[src/rtl/alu_pkg.sv]
// alu_pkg: shared types and helpers for the execute-stage ALU.
//   alu_ctrl_e   - canonical ALU operations, encoded as {funct7b5, funct3}
//   exec_state_e - sequencer state (IDLE accepts ops, SHIFT runs the
//                  iterative shifter)
//   decode_ctrl  - folds the raw 4-bit control code onto alu_ctrl_e
//   is_shift_op  - true for SLL/SRL/SRA
package alu_pkg;

    localparam int XLEN_DEF    = 32;
    localparam int SHAMT_W_DEF = 5;

    typedef enum logic [3:0] {
        ALU_ADD  = 4'b0000,
        ALU_SLL  = 4'b0001,
        ALU_SLT  = 4'b0010,
        ALU_SLTU = 4'b0011,
        ALU_XOR  = 4'b0100,
        ALU_SRL  = 4'b0101,
        ALU_OR   = 4'b0110,
        ALU_AND  = 4'b0111,
        ALU_SUB  = 4'b1000,
        ALU_SRA  = 4'b1101
    } alu_ctrl_e;

    typedef enum logic {
        IDLE  = 1'b0,
        SHIFT = 1'b1
    } exec_state_e;

    // funct7b5 only matters for funct3 000 (add/sub) and 101 (srl/sra);
    // every other funct3 maps to the same op whatever bit 3 says.
    function automatic alu_ctrl_e decode_ctrl(input logic [3:0] ctrl);
        alu_ctrl_e op;
        case (ctrl[2:0])
            3'b000:  op = ctrl[3] ? ALU_SUB : ALU_ADD;
            3'b001:  op = ALU_SLL;
            3'b010:  op = ALU_SLT;
            3'b011:  op = ALU_SLTU;
            3'b100:  op = ALU_XOR;
            3'b101:  op = ctrl[3] ? ALU_SRA : ALU_SRL;
            3'b110:  op = ALU_OR;
            default: op = ALU_AND;
        endcase
        return op;
    endfunction

    function automatic logic is_shift_op(input alu_ctrl_e op);
        return (op == ALU_SLL) || (op == ALU_SRL) || (op == ALU_SRA);
    endfunction

endpackage

[src/rtl/alu_core.sv]
// alu_core: combinational datapath for the execute-stage ALU.
//   op_i        - decoded operation
//   a_i, b_i    - operands
//   result_o    - single-cycle result; for shift ops this is a_i, which is
//                 the correct answer only for a zero shift amount
//   step_op_i   - shift kind for the one-bit step
//   step_acc_i  - accumulator before the step
//   step_acc_o  - accumulator shifted by one bit
module alu_core
    import alu_pkg::*;
#(
    parameter int XLEN = XLEN_DEF
) (
    input  alu_ctrl_e         op_i,
    input  logic [XLEN-1:0]   a_i,
    input  logic [XLEN-1:0]   b_i,
    output logic [XLEN-1:0]   result_o,
    input  alu_ctrl_e         step_op_i,
    input  logic [XLEN-1:0]   step_acc_i,
    output logic [XLEN-1:0]   step_acc_o
);

    logic lt_signed;
    logic lt_unsigned;

    assign lt_signed   = $signed(a_i) < $signed(b_i);
    assign lt_unsigned = a_i < b_i;

    always_comb begin
        result_o = a_i;
        case (op_i)
            ALU_ADD:  result_o = a_i + b_i;
            ALU_SUB:  result_o = a_i - b_i;
            ALU_SLT:  result_o = {{(XLEN-1){1'b0}}, lt_signed};
            ALU_SLTU: result_o = {{(XLEN-1){1'b0}}, lt_unsigned};
            ALU_XOR:  result_o = a_i ^ b_i;
            ALU_OR:   result_o = a_i | b_i;
            ALU_AND:  result_o = a_i & b_i;
            default:  result_o = a_i;
        endcase
    end

    always_comb begin
        step_acc_o = step_acc_i;
        case (step_op_i)
            ALU_SLL: step_acc_o = {step_acc_i[XLEN-2:0], 1'b0};
            ALU_SRL: step_acc_o = {1'b0, step_acc_i[XLEN-1:1]};
            ALU_SRA: step_acc_o = {step_acc_i[XLEN-1], step_acc_i[XLEN-1:1]};
            default: step_acc_o = step_acc_i;
        endcase
    end

endmodule

[src/rtl/alu_exec.sv]
// alu_exec: execute-stage ALU with valid/ready on both sides.
//   clk, rst          - rising-edge clock, async active-high reset
//   in_valid/in_ready - operation handshake (alu_control, src_a, src_b)
//   flush             - synchronous kill of in-flight op and pending result
//   out_valid/out_ready, out_result, out_zero - registered result handshake
//   dbg_state_o       - current sequencer state
//
// Handshake: a transfer happens on an edge where valid && ready are both
// high; valid never depends on ready, and the result holds stable while
// out_valid && !out_ready.
module alu_exec
    import alu_pkg::*;
#(
    parameter int XLEN    = XLEN_DEF,
    parameter int SHAMT_W = SHAMT_W_DEF
) (
    input  logic               clk,
    input  logic               rst,
    input  logic               in_valid,
    output logic               in_ready,
    input  logic [3:0]         alu_control,
    input  logic [XLEN-1:0]    src_a,
    input  logic [XLEN-1:0]    src_b,
    input  logic               flush,
    output logic               out_valid,
    input  logic               out_ready,
    output logic [XLEN-1:0]    out_result,
    output logic               out_zero,
    output exec_state_e        dbg_state_o
);

    exec_state_e          state_q, state_d;
    alu_ctrl_e            op_q, op_d;
    logic [XLEN-1:0]      acc_q, acc_d;
    logic [SHAMT_W-1:0]   cnt_q, cnt_d;
    logic                 valid_q, valid_d;
    logic [XLEN-1:0]      result_q, result_d;
    logic                 zero_q, zero_d;

    alu_ctrl_e            op_in;
    logic [XLEN-1:0]      core_result;
    logic [XLEN-1:0]      step_acc;
    logic [SHAMT_W-1:0]   shamt;
    logic                 slot_free;
    logic                 accept;

    assign op_in     = decode_ctrl(alu_control);
    assign shamt     = src_b[SHAMT_W-1:0];
    assign slot_free = !valid_q || out_ready;
    // Gating with rst makes in_ready fall the moment reset is asserted.
    assign in_ready  = !rst && (state_q == IDLE) && slot_free;
    assign accept    = in_valid && in_ready;

    alu_core #(.XLEN(XLEN)) u_core (
        .op_i       (op_in),
        .a_i        (src_a),
        .b_i        (src_b),
        .result_o   (core_result),
        .step_op_i  (op_q),
        .step_acc_i (acc_q),
        .step_acc_o (step_acc)
    );

    always_comb begin
        state_d  = state_q;
        op_d     = op_q;
        acc_d    = acc_q;
        cnt_d    = cnt_q;
        result_d = result_q;
        zero_d   = zero_q;
        // A drained result clears unless a new one lands on the same edge.
        valid_d  = valid_q && !out_ready;

        if (flush) begin
            valid_d = 1'b0;
            state_d = IDLE;
            cnt_d   = '0;
        end else begin
            case (state_q)
                IDLE: begin
                    if (accept) begin
                        if (is_shift_op(op_in) && (shamt != '0)) begin
                            op_d    = op_in;
                            acc_d   = src_a;
                            cnt_d   = shamt;
                            state_d = SHIFT;
                        end else begin
                            result_d = core_result;
                            zero_d   = (core_result == '0);
                            valid_d  = 1'b1;
                        end
                    end
                end
                SHIFT: begin
                    if (cnt_q != '0) begin
                        acc_d = step_acc;
                        cnt_d = cnt_q - SHAMT_W'(1);
                    end else if (slot_free) begin
                        result_d = acc_q;
                        zero_d   = (acc_q == '0);
                        valid_d  = 1'b1;
                        state_d  = IDLE;
                    end
                end
                default: state_d = IDLE;
            endcase
        end
    end

    always_ff @(posedge clk or posedge rst) begin
        if (rst) begin
            state_q  <= IDLE;
            op_q     <= ALU_ADD;
            acc_q    <= '0;
            cnt_q    <= '0;
            valid_q  <= 1'b0;
            result_q <= '0;
            zero_q   <= 1'b0;
        end else begin
            state_q  <= state_d;
            op_q     <= op_d;
            acc_q    <= acc_d;
            cnt_q    <= cnt_d;
            valid_q  <= valid_d;
            result_q <= result_d;
            zero_q   <= zero_d;
        end
    end

    assign out_valid   = valid_q;
    assign out_result  = result_q;
    assign out_zero    = zero_q;
    assign dbg_state_o = state_q;

endmodule

[config.mk]
export PLATFORM = sky130hd
export DESIGN_NAME = alu_exec
export DESIGN_NICKNAME = d
export VERILOG_FILES = /design/src/rtl/alu_pkg.sv /design/src/rtl/alu_core.sv /design/src/rtl/alu_exec.sv
export SDC_FILE = /design/constraint.sdc
export NUM_CORES = 1
export LEC_CHECK = 0
export ABC_AREA = 0
export CAP_MARGIN = 30
export CORE_MARGIN = 1
export CORE_UTILIZATION = 45
export CTS_CLUSTER_SIZE = 14
export DETAILED_ROUTE_END_ITERATION = 16
export PLACE_DENSITY = 0.79
export SYNTH_ARGS = -nofsm -noshare
export SYNTH_HDL_FRONTEND = slang
export SYNTH_SLANG_ARGS = --single-unit
export TNS_END_PERCENT = 1
[constraint.sdc]
create_clock -name clk -period 3.5 [get_ports clk]
set_input_delay 0.7 -clock clk [delete_from_list [all_inputs] [get_ports clk]]
set_output_delay 0.7 -clock clk [all_outputs]
set_load 0.1 [all_outputs]
# Yosys cells after proc, flatten, opt, wreduce, memory -nomap -nowiden
# Index checks and enable logic that the tools add are counted.
[classes] n_addsub=3 n_lt_le_gt_ge=2 eq_ne=30 muxes=36 bitwise_logic=5 reduce_logical=22
[op_table] cell="two-way mux 32 bit" count=7
[op_table] cell="one-hot mux 32 bit (7 select lines)" count=1
[op_table] cell="one-hot mux 32 bit (2 select lines)" count=2
[op_table] cell="one-hot mux 32 bit (3 select lines)" count=1
[op_table] cell="zero test 32 bit" count=2
[op_table] cell="less-than comparator 32 bit" count=2
[op_table] cell="adder 32 bit" count=1
[op_table] cell="AND 32 bit" count=1
[op_table] cell="OR 32 bit" count=1
[op_table] cell="subtractor 32 bit" count=1
[op_table] cell="XOR 32 bit" count=1
[op_table] cell="one-hot mux 4 bit (7 select lines)" count=1
[op_table] cell="equality test 4 x 3 -> 1 bit, second input constant" count=5
[op_table] cell="two-way mux 5 bit" count=4
[op_table] cell="two-way mux 1 bit" count=14
[op_table] cell="equality test 4 bit, second input constant" count=3
[op_table] cell="one-hot mux 5 bit (2 select lines)" count=1
[op_table] cell="AND reduction 5 bit" count=2
[op_table] cell="nonzero test 5 bit" count=2
[op_table] cell="equality test 3 bit, second input constant" count=3
[op_table] cell="equality test 4 x 1 -> 1 bit, second input constant" count=2
[op_table] cell="equality test 4 x 2 -> 1 bit, second input constant" count=2
[op_table] cell="two-way mux 4 bit" count=2
[op_table] cell="inequality test 2 bit, second input constant" count=4
[op_table] cell="18 further kinds" count=33
[word_totals] ff_bits=76 inputBits=73 output_inout_bits=36

# Depth between registers and ports, before layout
[logic_depth] ltp_word=10 mapped_depth=16 depth_no_buf=16

# By module
# From an unflattened synthesis, not the netlist that was laid out.
[unflattened] cells_unflattened=1258 hier_area_um2=9973.3
[modules_own_cells] module="alu_core" instances=1 cells_per_inst=908 area_per_inst_um2=5954.5 seq_area_each_um2=0.0
[modules_own_cells] module="alu_exec" instances=1 cells_per_inst=350 area_per_inst_um2=4018.9 seq_area_each_um2=1901.8

# Worst setup path after synthesis
# OpenSTA, ideal clock, no wires.
[synth_timing] kind="input port to flip-flop" from="in rst" to="reg zero_q, in the netlist out_zero" t_arrival_ns=4.815 path_slack_ns=-1.380 cell_stages=11 path_buffers=1 cell_sequence="inv_1 > a21oi_1 > or4_1 > clkbuf_1 > nand4b_1 > nor4b_1 > nand4_1 > or4_1 > or4b_1 > nor4_1 > a31o_1"
[synth_via] elab_chain_cells=6
[synth_rtl] item="start: declaration" line="alu_exec.sv:18" rtl="input logic rst,"
[synth_rtl] item="zero test 1 bit (no line)"
[synth_rtl] item="logical AND 1 bit (2 in series)" line="alu_exec.sv:51" rtl="assign in_ready = !rst && (state_q == IDLE) && slot_free;"
[synth_rtl] item="logical AND 1 bit" line="alu_exec.sv:52" rtl="assign accept = in_valid && in_ready;"
[synth_rtl] item="inequality test 2 bit (no line)"
[synth_rtl] item="AND reduction 5 bit (no line)"
[synth_rtl] item="end signal: assignment" line="alu_exec.sv:126" rtl="zero_q <= zero_d;"
[synth_rtl] item="end: declaration" line="alu_exec.sv:38" rtl="logic zero_q, zero_d;"
# No other way between the ends.
# A chain may end at the register's enable or synchronous reset.

# Worst setup path in the final report
[layout_timing] from="in src_a[0]" to="reg zero_q, in the netlist out_zero"
[layout_via] elab_chain_cells=6
[layout_rtl] item="start: declaration" line="alu_exec.sv:22" rtl="input logic [XLEN-1:0] src_a,"
[layout_rtl] item="subtractor 32 bit, or another cell as far along" line="alu_core.sv:33" rtl="ALU_SUB: result_o = a_i - b_i;"
[layout_rtl] item="one-hot mux 32 bit (7 select lines) *" line="alu_core.sv:31" rtl="case (op_i)"
[layout_rtl] item="zero test 32 bit *" line="alu_exec.sv:89" rtl="zero_d = (core_result == '0);"
[layout_rtl] item="two-way mux 1 bit *" line="alu_exec.sv:82" rtl="if (is_shift_op(op_in) && (shamt != '0)) begin"
[layout_rtl] item="two-way mux 1 bit *" line="alu_exec.sv:81" rtl="if (accept) begin"
[layout_rtl] item="one-hot mux 1 bit (2 select lines) *" line="alu_exec.sv:79" rtl="case (state_q)"
# Every way passes the cells marked *; elsewhere a longest branch is shown, timed or not. The select of a mux whose other input is x is not followed.

==> impl_results.md <==
* Status: finished with violations
* Failing checks: setup timing
* Largest stage delay, worst path at 0.54 ns
* F_max at 0.229 GHz
* Die Wd at 151 um
* Required @ worst endpoint at 3.78 ns
* Most numerous cell in the Yosys netlist: nand2_1
* CP bufs+invs at 2
* Seq cells post-synth at 76
* Worst Hold Slack at 0.480 ns
* Worst hold path type: flop to flop
* DRC at 0
* Synth cell count leaders: nand2_1, o21ai_0, a21oi_1, nor2_1, ha_1
* Largest net degree at the start of global routing at 94
* Share of cells above drive strength 1 at 33.5%
* Max Slew Vio Count at 0
* TritonCTS Buffers at 9
* IO Count at 109
* Final Skew at 0.00636 ns
* Syn avg cell area at 6.83 um^2
* Crit path max fanout at 2
* Number of routed nets with antenna violations at 0
* Setup Viol. Count Final at 13
* Crit path max-delay cell type: or4b_4
* Netlist cell types at 89
* Clock Latency Late Sink at 0.34 ns
* Leakage at 0.00713 uW
* Sequential share of the synthesized area at 19.0%
* Area Growth Syn to Fin at 53.7%
* Via count at 13200
* Vias in the first global route at 12400
* Slew Limit Headroom at 34.3%
* Core ar. at 21800 um^2
* Port Buffers at 108
* DIE AREA at 22900 um^2
* GRT overflow at 0
* Area occupied by multi-input gates at 8220 um^2
* Critical path class: input port to flop
* CTS tree: done
* Mean routed wirelength per cell at 20.0 um
* Final hold violation count at 0
* Arr. time, crit path at 4.64 ns
* Global-route wire length before repair at 66.8 mm
* Synthesized netlist cell count at 1468
* Crit path capture type: flop
* GRT Util Overall at 37.9%
* Post-synth ARST share at 100%
* Layout fillers at 1775
* Top-area cell type share of the netlist area at 19.0%
* Synth Cell Area at 10000 um^2
* Final WL at 43.6 mm
* Cell Chain, Critical Path: buf_6 > buf_6 > ha_4 > fa_2 > a21o_1 > and3_4 > or3_4 > a31o_4 > xnor2_2 > a211oi_2 > nor2_1 > or4b_1 > or4_1 > or4b_4 > nor4_4 > a31o_1
* Syn Nets at 1648
* Max_cap viols at 0
* Die height at 151 um
* Vias per cell at 6.04
* Cts hold-fix bufs at 0
* Max Root-Sink Buffers at 2
* H-Tree Level Count at 3
* Initial antenna violation count at 1
* 1st-iter DRT viols at 1730
* Dominant cell type by area after synthesis: dfrtp_1
* Final period util at 125%
* Row cnt at 54
* Top_reg_cell synth: dfrtp_1
* Starting Density at 46.0%
* First-pass DRT Iterations at 8
* Root buf cell: clkbuf_16
* Synth top area cells: dfrtp_1, ha_1, o21ai_0
* Power per cell area at 382 nW/um^2
* Total number of yosys warnings at 0
* Number of synthesized flops with an enable pin at 0
* Crit path max-delay family: simple AND/OR/NAND/NOR gates
* CP Launch Type: input port
* GP Congestion at 1.06
* Worst-Margin Slew at 0.982 ns
* Seq. cell area at 1900 um^2
* Clock-pin transition on the worst setup and hold timing paths at 0.06 ns
* Fin nets at 2080
* Setup slack after layout at -0.859 ns
* Post-DP HPWL at 33.2 mm
* RSZ-0062 raised after global routing: true
* Clock sinks at 76
* Crit path time final at 4.36 ns
* Most used cell, CP: buf_6
* Peak VDD IR at 0.313 mV
* Setup TNS at -4.21 ns
## tightest hold or removal path, stage by stage, from the launching register on
cell and delay [ns]:
dfrtp_1 0.34, nand2_1 0.04, o21ai_0 0.06
## power by group
group / switching, uW / internal, uW / leakage, uW
Clock: 369 / 643 / 0.000162
Combinational: 2230 / 1290 / 0.00600
Sequential: 236 / 1120 / 0.000966
## layer usage
| metal | vias to the layer above | part of all wire [%] | global-route usage [%] |
|---|---|---|---|
| li1 | 6114 | - | - |
| met1 | 6155 | 40 | 50.5 |
| met2 | 812 | 44 | 58.6 |
| met3 | 130 | 11 | 7.68 |
| met4 | 0 | 4.0 | 16.9 |
| met5 | - | 0 | 0 |
## worst paths after layout
kind | start | slack [ns] | to | cells after the start
hold reg to reg | out_result[25]$_DFFE_PP0P_ | 0.48 | out_result[25]$_DFFE_PP0P_ | 2
setup / recovery | src_a[0] | -0.86 | out_zero$_DFFE_PP0P_ | 16
max in group asynchronous | rst | 1.75 | dbg_state_o$_DFF_PP0_ | 3
hold / removal | out_result[25]$_DFFE_PP0P_ | 0.48 | out_result[25]$_DFFE_PP0P_ | 2
min in group asynchronous | rst | 1.07 | cnt_q[0]$_DFFE_PP0P_ | 3
setup reg to reg | cnt_q[2]$_DFFE_PP0P_ | -0.29 | out_zero$_DFFE_PP0P_ | 11
## cell type report
| type | instances | share of cell area [%] |
|---|---|---|
| Antenna cell | 1 | 0.0162 |
| Clock buffer | 10 | 1.55 |
| Clock inverter | 6 | 0.568 |
| Inverter | 102 | 2.54 |
| Multi-Input combinational cell | 1183 | 53.3 |
| Sequential cell | 76 | 12.3 |
| Tap cell | 280 | 2.27 |
| Timing Repair Buffer | 528 | 27.4 |
## flip-flops by register name, summed over array words and instances, names as in the netlist
| register | count |
|---|---|
| dbg_state_o | 1 |
| out_zero | 1 |
| acc_q | 32 |
| out_valid | 1 |
| out_result | 32 |
| op_q | 4 |
| cnt_q | 5 |
## through the flow
stage / power [uW] / std cells / cell area (um^2) / utilization, % / setup WS (ns)
floorplan: 3300 / 1468 / 10100 / - / -0.957
CTS: 5740 / 2175 / 15100 / 69.3 / -0.990
finish: 5890 / 2186 / 15400 / 70.7 / -0.859
global placement: 4520 / 2146 / 14100 / 64.7 / -1.65
detailed placement: 4590 / 2146 / 14100 / 64.7 / -1.83
global route: 6170 / 2185 / 15400 / 70.7 / -0.998
## cell families after synthesis
group,after synthesis,synth area share [%]
DFF,76,19.0
muxes,26,2.74
AOI/OAI and AO/OA,513,31.3
buffers and inverters,209,8.08
and+or+nand+nor,521,24.1
xor gates and xnor gates,16,1.40
adders and majority gates,107,13.5
## placed cells by master (no fill, tap or decap), types with 9 or more instances in the layout
master / netlist / layout
buf_4: 1 / 409
nand2_1: 182 / 179
o21ai_0: 170 / 152
a21oi_1: 158 / 151
nor2_1: 132 / 120
nand3_1: 83 / 82
dfrtp_1: 76 / 75
inv_1: 101 / 71
ha_1: 105 / 71
clkdlybuf4s50_1: 0 / 58
dlygate4sd2_1: 0 / 32
inv_2: 1 / 29
ha_4: 0 / 24
nor3_1: 31 / 23
o21ai_1: 4 / 15
nand2b_1: 14 / 14
o22ai_1: 15 / 13
xnor2_1: 14 / 12
mux2i_1: 14 / 12
mux2_2: 12 / 12
a211oi_1: 18 / 12
buf_6: 2 / 12
o211ai_1: 11 / 11
a21o_1: 11 / 11
o221ai_1: 12 / 10
nand4_1: 10 / 10
nor4_1: 12 / 10
ha_2: 0 / 10
o21bai_1: 9 / 9
clkbuf_16: 0 / 9
## timing repair
item	in CTS	in global routing
gates resized for setup	197	69
pin swaps	48	33
buffers inserted	13	10
cloned	0	0
setup endpoints to repair	26	24
Note: power is estimated with default switching activity, not from simulation.
